==> config.mk <==
export PLATFORM = sky130hd
export DESIGN_NAME = mux16_rr_sched
export DESIGN_NICKNAME = d
export VERILOG_FILES = /design/src/rtl/mux16_rr_sched.sv
export SDC_FILE = /design/constraint.sdc
export NUM_CORES = 1
export LEC_CHECK = 0
export BUFFER_PORTS_ARGS = -buffer_cell sky130_fd_sc_hd__buf_2
export CORE_MARGIN = 4
export CORE_UTILIZATION = 52
export CTS_BUF_LIST = sky130_fd_sc_hd__clkbuf_8 sky130_fd_sc_hd__clkbuf_16
export CTS_CLUSTER_DIAMETER = 150
export DETAILED_ROUTE_END_ITERATION = 8
export GPL_TIMING_DRIVEN = 0
export PLACE_DENSITY = 0.78
export SETUP_SLACK_MARGIN = 0.5
export SLEW_MARGIN = 20
export SYNTH_ARGS = -nofsm -noshare
export SYNTH_HDL_FRONTEND = slang
export SYNTH_SLANG_ARGS = --single-unit
==> constraint.sdc <==
create_clock -name clk -period 3.72 [get_ports clk]
set_clock_uncertainty 0.15 [all_clocks]
set_input_delay 0.372 -clock clk [delete_from_list [all_inputs] [get_ports clk]]
set_output_delay 0.372 -clock clk [all_outputs]
set_load 0.03 [all_outputs]
==> src/rtl/mux16_rr_sched.sv <==
// Round-robin scheduler that owns the select pins of a shared 16:1 mux.
// It grants one requester, waits SETTLE cycles for the mux to settle, then holds valid until ack or withdrawal.
module mux16_rr_sched #(
  parameter int unsigned SETTLE = 2
) (
  input  logic        clk,
  input  logic        rst_n,
  input  logic        en,
  input  logic [15:0] req,
  input  logic        ack,
  output logic        s0,
  output logic        s1,
  output logic        s2,
  output logic        s3,
  output logic [15:0] gnt,
  output logic [3:0]  gnt_idx,
  output logic        valid,
  output logic        busy
);

  typedef enum logic [1:0] {
    ST_IDLE   = 2'd0,
    ST_SETTLE = 2'd1,
    ST_VALID  = 2'd2
  } state_t;

  localparam logic [3:0] SETTLE_M1 = 4'(SETTLE - 1);

  state_t      state_r;
  state_t      state_s;
  logic [3:0]  ptr_r;
  logic [3:0]  ptr_s;
  logic [3:0]  cnt_r;
  logic [3:0]  cnt_s;
  logic [3:0]  idx_r;
  logic [3:0]  idx_s;
  logic [15:0] gnt_r;
  logic [15:0] gnt_s;
  logic        valid_r;
  logic        valid_s;
  logic [31:0] dbl_s;
  logic [15:0] rot_s;
  logic [3:0]  win_s;
  logic        req_w_s;

  // Position of the lowest set bit; returns 0 for an all-zero vector.
  function automatic logic [3:0] lowest_set(input logic [15:0] v);
    logic [3:0] pos;
    pos = 4'd0;
    for (int i = 15; i >= 0; i--) begin
      if (v[i]) begin
        pos = 4'(i);
      end else begin
        pos = pos;
      end
    end
    return pos;
  endfunction

  // Rotate req so the pointer lands on bit 0, then the lowest set bit is the circular winner.
  always_comb begin
    dbl_s   = {req, req};
    rot_s   = dbl_s[{1'b0, ptr_r} +: 16];
    win_s   = ptr_r + lowest_set(rot_s);
    req_w_s = req[idx_r];
  end

  // State register.
  always_ff @(posedge clk or negedge rst_n) begin
    if (!rst_n) begin
      state_r <= ST_IDLE;
    end else begin
      state_r <= state_s;
    end
  end

  // Next-state logic; en only gates leaving IDLE.
  always_comb begin
    state_s = state_r;
    case (state_r)
      ST_IDLE: begin
        if (en && (req != 16'd0)) begin
          state_s = ST_SETTLE;
        end else begin
          state_s = ST_IDLE;
        end
      end
      ST_SETTLE: begin
        if (!req_w_s) begin
          state_s = ST_IDLE;
        end else if (cnt_r == 4'd0) begin
          state_s = ST_VALID;
        end else begin
          state_s = ST_SETTLE;
        end
      end
      ST_VALID: begin
        if (ack || !req_w_s) begin
          state_s = ST_IDLE;
        end else begin
          state_s = ST_VALID;
        end
      end
      default: begin
        state_s = ST_IDLE;
      end
    endcase
  end

  // Next values of pointer, counter and registered outputs.
  always_comb begin
    ptr_s   = ptr_r;
    cnt_s   = cnt_r;
    idx_s   = idx_r;
    gnt_s   = gnt_r;
    valid_s = valid_r;
    case (state_r)
      ST_IDLE: begin
        valid_s = 1'b0;
        if (state_s == ST_SETTLE) begin
          idx_s = win_s;
          gnt_s = 16'd1 << win_s;
          cnt_s = SETTLE_M1;
        end else begin
          gnt_s = 16'd0;
        end
      end
      ST_SETTLE: begin
        if (state_s == ST_IDLE) begin
          gnt_s = 16'd0;
          ptr_s = idx_r + 4'd1;
        end else if (state_s == ST_VALID) begin
          valid_s = 1'b1;
        end else begin
          cnt_s = cnt_r - 4'd1;
        end
      end
      ST_VALID: begin
        if (state_s == ST_IDLE) begin
          valid_s = 1'b0;
          gnt_s   = 16'd0;
          ptr_s   = idx_r + 4'd1;
        end else begin
          valid_s = 1'b1;
        end
      end
      default: begin
        gnt_s   = 16'd0;
        valid_s = 1'b0;
      end
    endcase
  end

  // Datapath and output registers; the select pins only load on a new grant.
  always_ff @(posedge clk or negedge rst_n) begin
    if (!rst_n) begin
      ptr_r   <= 4'd0;
      cnt_r   <= 4'd0;
      idx_r   <= 4'd0;
      gnt_r   <= 16'd0;
      valid_r <= 1'b0;
    end else begin
      ptr_r   <= ptr_s;
      cnt_r   <= cnt_s;
      idx_r   <= idx_s;
      gnt_r   <= gnt_s;
      valid_r <= valid_s;
    end
  end

  assign s2      = idx_r[3];
  assign s3      = idx_r[2];
  assign s0      = idx_r[1];
  assign s1      = idx_r[0];
  assign gnt_idx = idx_r;
  assign gnt     = gnt_r;
  assign valid   = valid_r;
  assign busy    = (state_r != ST_IDLE);

endmodule

## Yosys cells after proc, flatten, opt, wreduce, memory -nomap -nowiden

Cells that the tools add are included.

- Register bits after elaboration: 31
- Input port bits: 20
- Output and inout port bits: 26

- Add/subtract/negate cells: 3
- Order comparisons: 1
- Eq/ne operators: 9
- Shift operators: 2
- Mux-type cells: 34
- Reduce and logical (&&, ||, !) cells: 14

Operator list:

| kind | count |
|---|---|
| $mux W4 | 19 |
| $mux W16 | 2 |
| $pmux W16 S2 | 1 |
| $shiftx A32 B5 Y16 | 1 |
| $reduce_bool A16 Y1 | 1 |
| $shl A1 B4 Y16 const A | 1 |
| $ne A2 B2 Y1 const B | 4 |
| $pmux W4 S2 | 1 |
| $mux W2 | 3 |
| $pmux W2 S3 | 1 |
| $reduce_and A2 Y1 | 3 |
| $lt A4 B5 Y1 const B | 1 |
| $mux W1 | 5 |
| $add A4 B1 Y4 const B | 1 |
| $add A4 B4 Y4 | 1 |
| $bmux W1 S4 | 1 |
| $eq A2 B1 Y1 const B | 2 |
| $eq A2 B2 Y1 const B | 2 |
| $logic_not A2 Y1 | 2 |
| $logic_not A4 Y1 | 1 |
| $reduce_and A4 Y1 | 1 |
| $reduce_bool A2 Y1 | 2 |
| $sub A4 B1 Y4 const B | 1 |
| $ne A2 B1 Y1 const B | 1 |
| other kinds (5) | 5 |

## Depth between registers and ports, before layout

Gate-level depths: netlist of run 1.

- Depth in word-level cells: 21
- Gate-level depth with buffers: 16
- Mapped depth without buffers: 14

## Least setup slack after synthesis of run 1

OpenSTA, ideal clock, no wires.

- Path type: register to register
- Start point: reg ptr_r[1]
- End point: reg gnt_r[10] (netlist: gnt[10])
- Arrival: 3359 ps
- Required time: 3437 ps
- Path slack: 79 ps
- Stages on the path, launching flop included: 16
- Buffers on the path: 1
- Period minus slack after synthesis: 3641 ps
- Path through: dfrtp_1 buf_6 mux4_1 a21oi_1 o21ai_0 and2_1 o21ai_0 a21o_1 a31oi_1 ha_1 a21oi_1 inv_1 a21oi_1 xnor2_1 xor2_2 o21ai_1

- Cells in the longest elaborated chain, start to end: 21

Ends and longest elaborated chain:

| what | line | RTL |
|---|---|---|
| from (decl) | 31 | `logic [3:0] ptr_r;` |
| from (signal assigned) | 163 | `ptr_r <= ptr_s;` |
| $shiftx A32 B5 Y16 | 63 | `rot_s = dbl_s[{1'b0, ptr_r} +: 16];` |
| $mux W4 (16 in a row) | 51 | `if (v[i]) begin` |
| $add A4 B4 Y4 * | 64 | `win_s = ptr_r + lowest_set(rot_s);` |
| $shl A1 B4 Y16 * | 122 | `gnt_s = 16'd1 << win_s;` |
| $mux W16 * | 120 | `if (state_s == ST_SETTLE) begin` |
| $pmux W16 S2 * | 117 | `case (state_r)` |
| to (signal assigned) | 166 | `gnt_r <= gnt_s;` |
| to (decl) | 37 | `logic [15:0] gnt_r;` |

Every way passes the cells marked *; elsewhere a longest branch is shown, timed or not.
A chain may end at the register's enable or synchronous reset.

## Worst setup path after layout of run 1

- Start point: reg ptr_r[1]
- End point: reg gnt_r[11] (netlist: gnt[11])

The elaborated chain is that of the path after synthesis.

==> run summary, run 1 <==
Status - complete, but fails checks
Failing checks - setup timing
Final period demand of the worst path - 3949 ps
HPWL after DPL - 5935 um
Routed wire length - 9512 um
DIE AREA - 7017 um^2
Leading area contributor after synthesis - dfrtp_1
Clk slew on worst S/H paths - 80 ps
Worst EP required - 3780 ps
GRT Total Usage - 26.34%
Reg2reg end - gnt[11]
Crit-path max FO - 5
CTS tree - done
DRT Pass-1 Iters - 5
EDFF count, synth - 0
Ranking of synthesized cells by area - dfrtp_1 26%, mux4_2 14%, nand2_1 6.9%
Post-synthesis async set-or-reset flop share - 100.0%
Fraction of layout cells with a size suffix above 1 - 42.75%
R2R cell count - 15
Fillcell total - 391
Drc violations - 0
Top cell type's share of synthesized area - 25.98%
# port buffers - 45
Boundary Pins - 46
Fin crit share - 106.2%
Clock Path Buffers - 2
RSZ-0062 raised after global routing - yes
Die W - 83.77 um
Leading cell type in the layout, fill and taps excluded - nand2_1
Num CTS Buffers - 5
CORE AREA - 5540 um^2
Flops & latches, synth - 31
Initial antenna violation count - 0
Vias - 3137
Worst r2r src - ptr_r[1]
Hold WC Path Type - register to register
Mapped Nets - 357
Max-cap violations - 0
Final setup viols - 17
CP Launch Point - ptr_r[1]
FMAX - 253.2 MHz
Critical Path Sink - gnt[11]
Worst-Margin Slew - 763.2 ps
Post-synthesis area per instance - 9.158 um^2
Critical path arrival - 4010 ps
Final Wtd Congestion - 0.9732
Final worst setup slack - -229.3 ps
Starting Density - 53.88%
DRT iter0 DRCs - 401
WS Path Type - register to register
Site Rows - 27
Total grt overflow - 0
H-tree depth - 2
Hold Vio Cnt, Final - 0
Headroom to the max-slew limit - 49.12%
Area growth, synth to finish - 35.21%
Mapped Area - 2985 um^2
Vias in the first global route - 3058
Root buf cell - clkbuf_8
Setup crit start kind - register
First-pass GRT wire length - 15120 um
R2R Setup Slk - -230 ps
Largest net degree at the start of global routing - 32
Vert. Die Dim - 83.77 um
CP Capture Type - register
Pre-CTS setup slack - -357.4 ps
Nets - 437
Antenna cells - 0
Clk Latency, worst-skew pair - 290 ps
Commonest non-fill, non-tap cells in the layout - 55 x nand2_1, 46 x buf_2, 30 x dfrtp_1
Routed len/inst - 19.86 um
Post-route ant nets - 0
Unique masters post-synth - 55
Synth warn - 0
Syn Inst Count - 326
Clock sinks - 31
Register area share after synthesis - 25.98%
Vias per cell - 6.549
Max Slew Vio Count - 0
Top_reg_cell synth - dfrtp_1
critical path, cell delays in order (launching register included):
cell,delay (ps)
dfrtp_2,490
buf_6,130
mux4_2,510
a22oi_1,210
nand4_1,150
or2b_1,290
a21oi_2,140
o211ai_1,90
a31oi_1,270
ha_1,310
buf_4,170
xor2_4,210
inv_2,100
a2111oi_4,310
nand2_1,160
o21ai_1,180
synth_stat cells (all sizes together), types with 3 or more instances:
master and number:
nor3 9, mux2 10, a22oi 3, xnor2 3, mux2i 6, clkbuf 10
xor2 6, mux4 22, a2111oi 4, nand4 3, a21o 3, nor4 4
dfrtp 31, nand2 55, ha 11, a21oi 12, nor2 12, o21ai 30
a21boi 3, nor2b 7, and2 4, inv 15, o211ai 4, nor3b 5
buf 11, nand3 7, nand2b 3, a211oi 6, and3 3
metal layers:
metal | wire length (um) | global-route usage [%]
met1 | 3657 | 34.62
met2 | 4706 | 44.03
met3 | 912 | 3.554
met4 | 236 | 10.23
met5 | 0 | 0
cell families after synthesis:
| logic type | after synthesis | share of synthesized area, % |
|---|---|---|
| xor+xnor | 9 | 3.144 |
| compound gates | 81 | 18.44 |
| simple gates | 120 | 19.53 |
| flops | 31 | 25.98 |
| buf+inv | 36 | 5.532 |
| fa+ha+maj | 11 | 4.610 |
| mux | 38 | 22.76 |
through the flow:
stage	hold slack, ps	setup TNS, ps	cells	instance area [um^2]	utilization [%]
2_1_floorplan	-73.59	0	326	3014	-
3_3_place_gp	296.0	-3639	443	3329	60.09
3_5_place_dp	295.8	-5032	443	3329	60.09
4_1_cts	337.2	-519.5	474	3939	71.09
5_1_grt	353.8	-6167	479	4036	72.85
6_report	330.9	-3592	479	4036	72.85
flip-flops by register name, indices dropped and copies added (netlist names):
signal and flops:
state_r 2, ptr_r 4, valid 1, gnt 16
gnt_idx 4, cnt_r 4
cell type report:
class	instances	area [um^2]	share of cell area, %
clock buffers	5	68.82	1.705
repair buffers	72	470.5	11.66
multi-input cells	260	2356	58.37
flip-flops and latches	31	777.0	19.25
well taps	72	90.09	2.232
inverters	15	56.30	1.395
clock inverters	3	67.56	1.674
plain buffers	21	150.1	3.720
timing repair:
item                                   CTS  global route
hold buffers                             1             0
gates cloned                             2             0
buffers inserted                        20             5
setup endpoints to repair               20            20
endpoints found under the hold margin   17             0
gates resized for setup                 61            20
pin swaps                               25             7
how the worst min path moves through the flow:
stage | start | end | slack, ps | depth (start not counted)
after detailed placement | rst_n | cnt_r[2] | 300 | 1
after global placement | rst_n | cnt_r[2] | 300 | 1
after CTS | gnt[7] | gnt[7] | 340 | 2
final | gnt[7] | gnt[7] | 330 | 2
after global routing | gnt[3] | gnt[3] | 350 | 2
after floorplan | rst_n | cnt_r[0] | -70 | 0
Power of run 1 is not shown: default switching activity piles up to over one toggle a cycle in this logic, so the estimate is an artifact.
==> inputs of run 2 (changes only) <==
ABC_AREA = 1   (was not set)
PLACE_DENSITY = 0.79   (was 0.78)
==> run summary, run 2 <==
Synth Area in XOR/XNOR - 2.590%
Critical path arrival - 3840 ps
Max Slew Vio Count - 0
FMAX - 264.5 MHz
Worst r2r src - ptr_r[0]
R2R Setup Slk - -60 ps
RSZ-0062 raised after global routing - yes
Pre-CTS setup slack - 54.46 ps
Ranking of synthesized cells by area - dfrtp_1 28%, nand2_1 19%, nand3_1 14%
Post-Synth Adder-Cell Area - 4.998%
Post-synthesis async set-or-reset flop share - 100.0%
CTS tree - done
Vert. Die Dim - 80.78 um
Nets - 552
Commonest non-fill, non-tap cells in the layout - 113 x nand2_1, 50 x buf_2, 43 x nand3_1
WS Path Type - register to register
Root buf cell - clkbuf_8
Final Wtd Congestion - 0.9067
Synth warn - 0
Vias - 3563
Fin area - 3923 um^2
Die W - 80.78 um
HPWL after DPL - 5477 um
Worst-Margin Slew - 691.6 ps
Fin Setup TNS - -274.1 ps
Routed wire length - 10260 um
Post-synthesis mux area share - 0%
Largest net degree at the start of global routing - 32
Routed len/inst - 17.37 um
DIE AREA - 6525 um^2
First-pass GRT wire length - 15210 um
Mapped Area - 2754 um^2
Non-Filler Instances - 591
Leading cell type in the layout, fill and taps excluded - nand2_1
Site Rows - 26
Synth Area in Simple Gates - 41.94%
Clk Latency, worst-skew pair - 280 ps
Final worst setup slack - -60.38 ps
Post-synthesis compound-gate area fraction - 11.40%
H-tree depth - 2
Max-cap violations - 0
Initial antenna violation count - 0
Largest family of logic cells by synthesized area - simple AND/OR/NAND/NOR gates
Mapped Nets - 463
Fraction of layout cells with a size suffix above 1 - 39.73%
Clock sinks - 31
Unique masters post-synth - 34
Register area share after synthesis - 28.17%
Setup crit start kind - register
Hold Vio Cnt, Final - 0
CP max stage cell - dfrtp_1
Fin crit share - 101.6%
Max reg flops - 16
Vias per cell - 6.029
Max incr delay on CP - 410 ps
Clk slew on worst S/H paths - 60 ps
DRT iter0 DRCs - 347
GRT Total Usage - 29.38%
CP Capture Type - register
Total grt overflow - 0
Num CTS Buffers - 5
CORE AREA - 5107 um^2
Combined area of the multi-input logic cells - 2073 um^2
CP Launch Point - ptr_r[0]
Hold Path Origin - ack
Headroom to the max-slew limit - 53.89%
Antenna cells - 0
Post-route ant nets - 0
Count leader, synth - nand2_1
DRT Pass-1 Iters - 6
Flops & latches, synth - 31
Hold WC Path Type - input pin to register
Clock Path Buffers - 2
Crit-path max FO - 6
Worst EP required - 3780 ps
Top_reg_cell synth - dfrtp_1
Reg area - 775.7 um^2
Placement Cell Area - 3084 um^2
Fillcell total - 348
Final period demand of the worst path - 3780 ps
EDFF count, synth - 0
Area growth, synth to finish - 42.44%
Boundary Pins - 46
Drc violations - 0
Final setup viols - 8
Top cells by count, synth - 140 x nand2_1, 75 x nand3_1, 38 x inv_1, 31 x dfrtp_1, 25 x o21ai_0
Top cell type's share of synthesized area - 28.17%
Vias in the first global route - 3353
Syn Inst Count - 432
Failing checks - setup timing
# port buffers - 45
Placed insts - 547
Leading area contributor after synthesis - dfrtp_1
Post-synthesis area per instance - 6.375 um^2
Status - complete, but fails checks
Starting Density - 53.92%
[run 2: cell count changes in the layout (fill, tap and decap cells not counted), sizes merged, moves of 14 or more]
cell / before / now
inv: 15 / 46
buf: 81 / 95
nand2: 55 / 145
mux4: 22 / 0
nor2: 12 / 26
nand3: 7 / 79
[run 2: routing by layer]
layer | wire [um] | GRT usage [%] | share of wire (%) | up-vias
li1 | - | - | - | 1589
met1 | 3775 | 35.34 | 37 | 1641
met2 | 5053 | 51.57 | 49 | 260
met3 | 832 | 4.324 | 8.1 | 73
met4 | 601 | 13.85 | 5.9 | 0
met5 | 0 | 0 | 0 | -
[run 2: stage by stage]
step	utilization, %	hold slack [ps]
CTS	72.71	311.3
global placement	60.39	297.0
global route	76.80	334.7
floorplan	-	-73.59
finish	76.80	320.6
detailed placement	60.39	299.5
[run 2: area by class of cell]
class                           count  share of cell area (%)
Buffer                             19                   3.700
Clock buffer                        6                   2.105
Clock inverter                      1                  0.1276
Inverter                           45                   4.817
Multi-Input combinational cell    337                   52.85
Sequential cell                    31                   19.78
Tap cell                           70                   2.233
Timing Repair Buffer               80                   14.04
Timing Repair inverter              2                  0.3509
[run 2: cell families after synthesis]
kind of cell,after synthesis
AO/OA/AOI/OAI,58
XOR/XNOR,6
adder cells (fa/ha/maj),11
buffers and inverters,64
flip-flops,31
AND/OR/NAND/NOR,262
[run 2: final timing paths]
path                                   end  depth (start not counted)
worst min register to register     gnt[15]                          2
worst max register to register      gnt[3]                         25
worst min-delay path            state_r[1]                          4
worst max-delay path                gnt[3]                         25
max in group asynchronous          gnt[15]                          2
min in group asynchronous           gnt[1]                          2
[run 2: repair_timing]
action | 4_1_cts | 5_1_grt
buffers inserted | 21 | 10
resized for setup | 77 | 35
endpoints found under the hold margin | 14 | 0
endpoints found under the setup margin | 18 | 19
gates cloned | 5 | 0
pin swaps | 13 | 23
hold buffers | 1 | 0
[run 2: critical path: cells and delay by family (launching register included)]
family	cells	cell delay [ps]
compound gates	2	210
buf+inv	9	1060
flops	1	410
xor+xnor	2	450
fa+ha+maj	1	290
simple gates	11	1110
Power of run 2 is left out for the same reason.
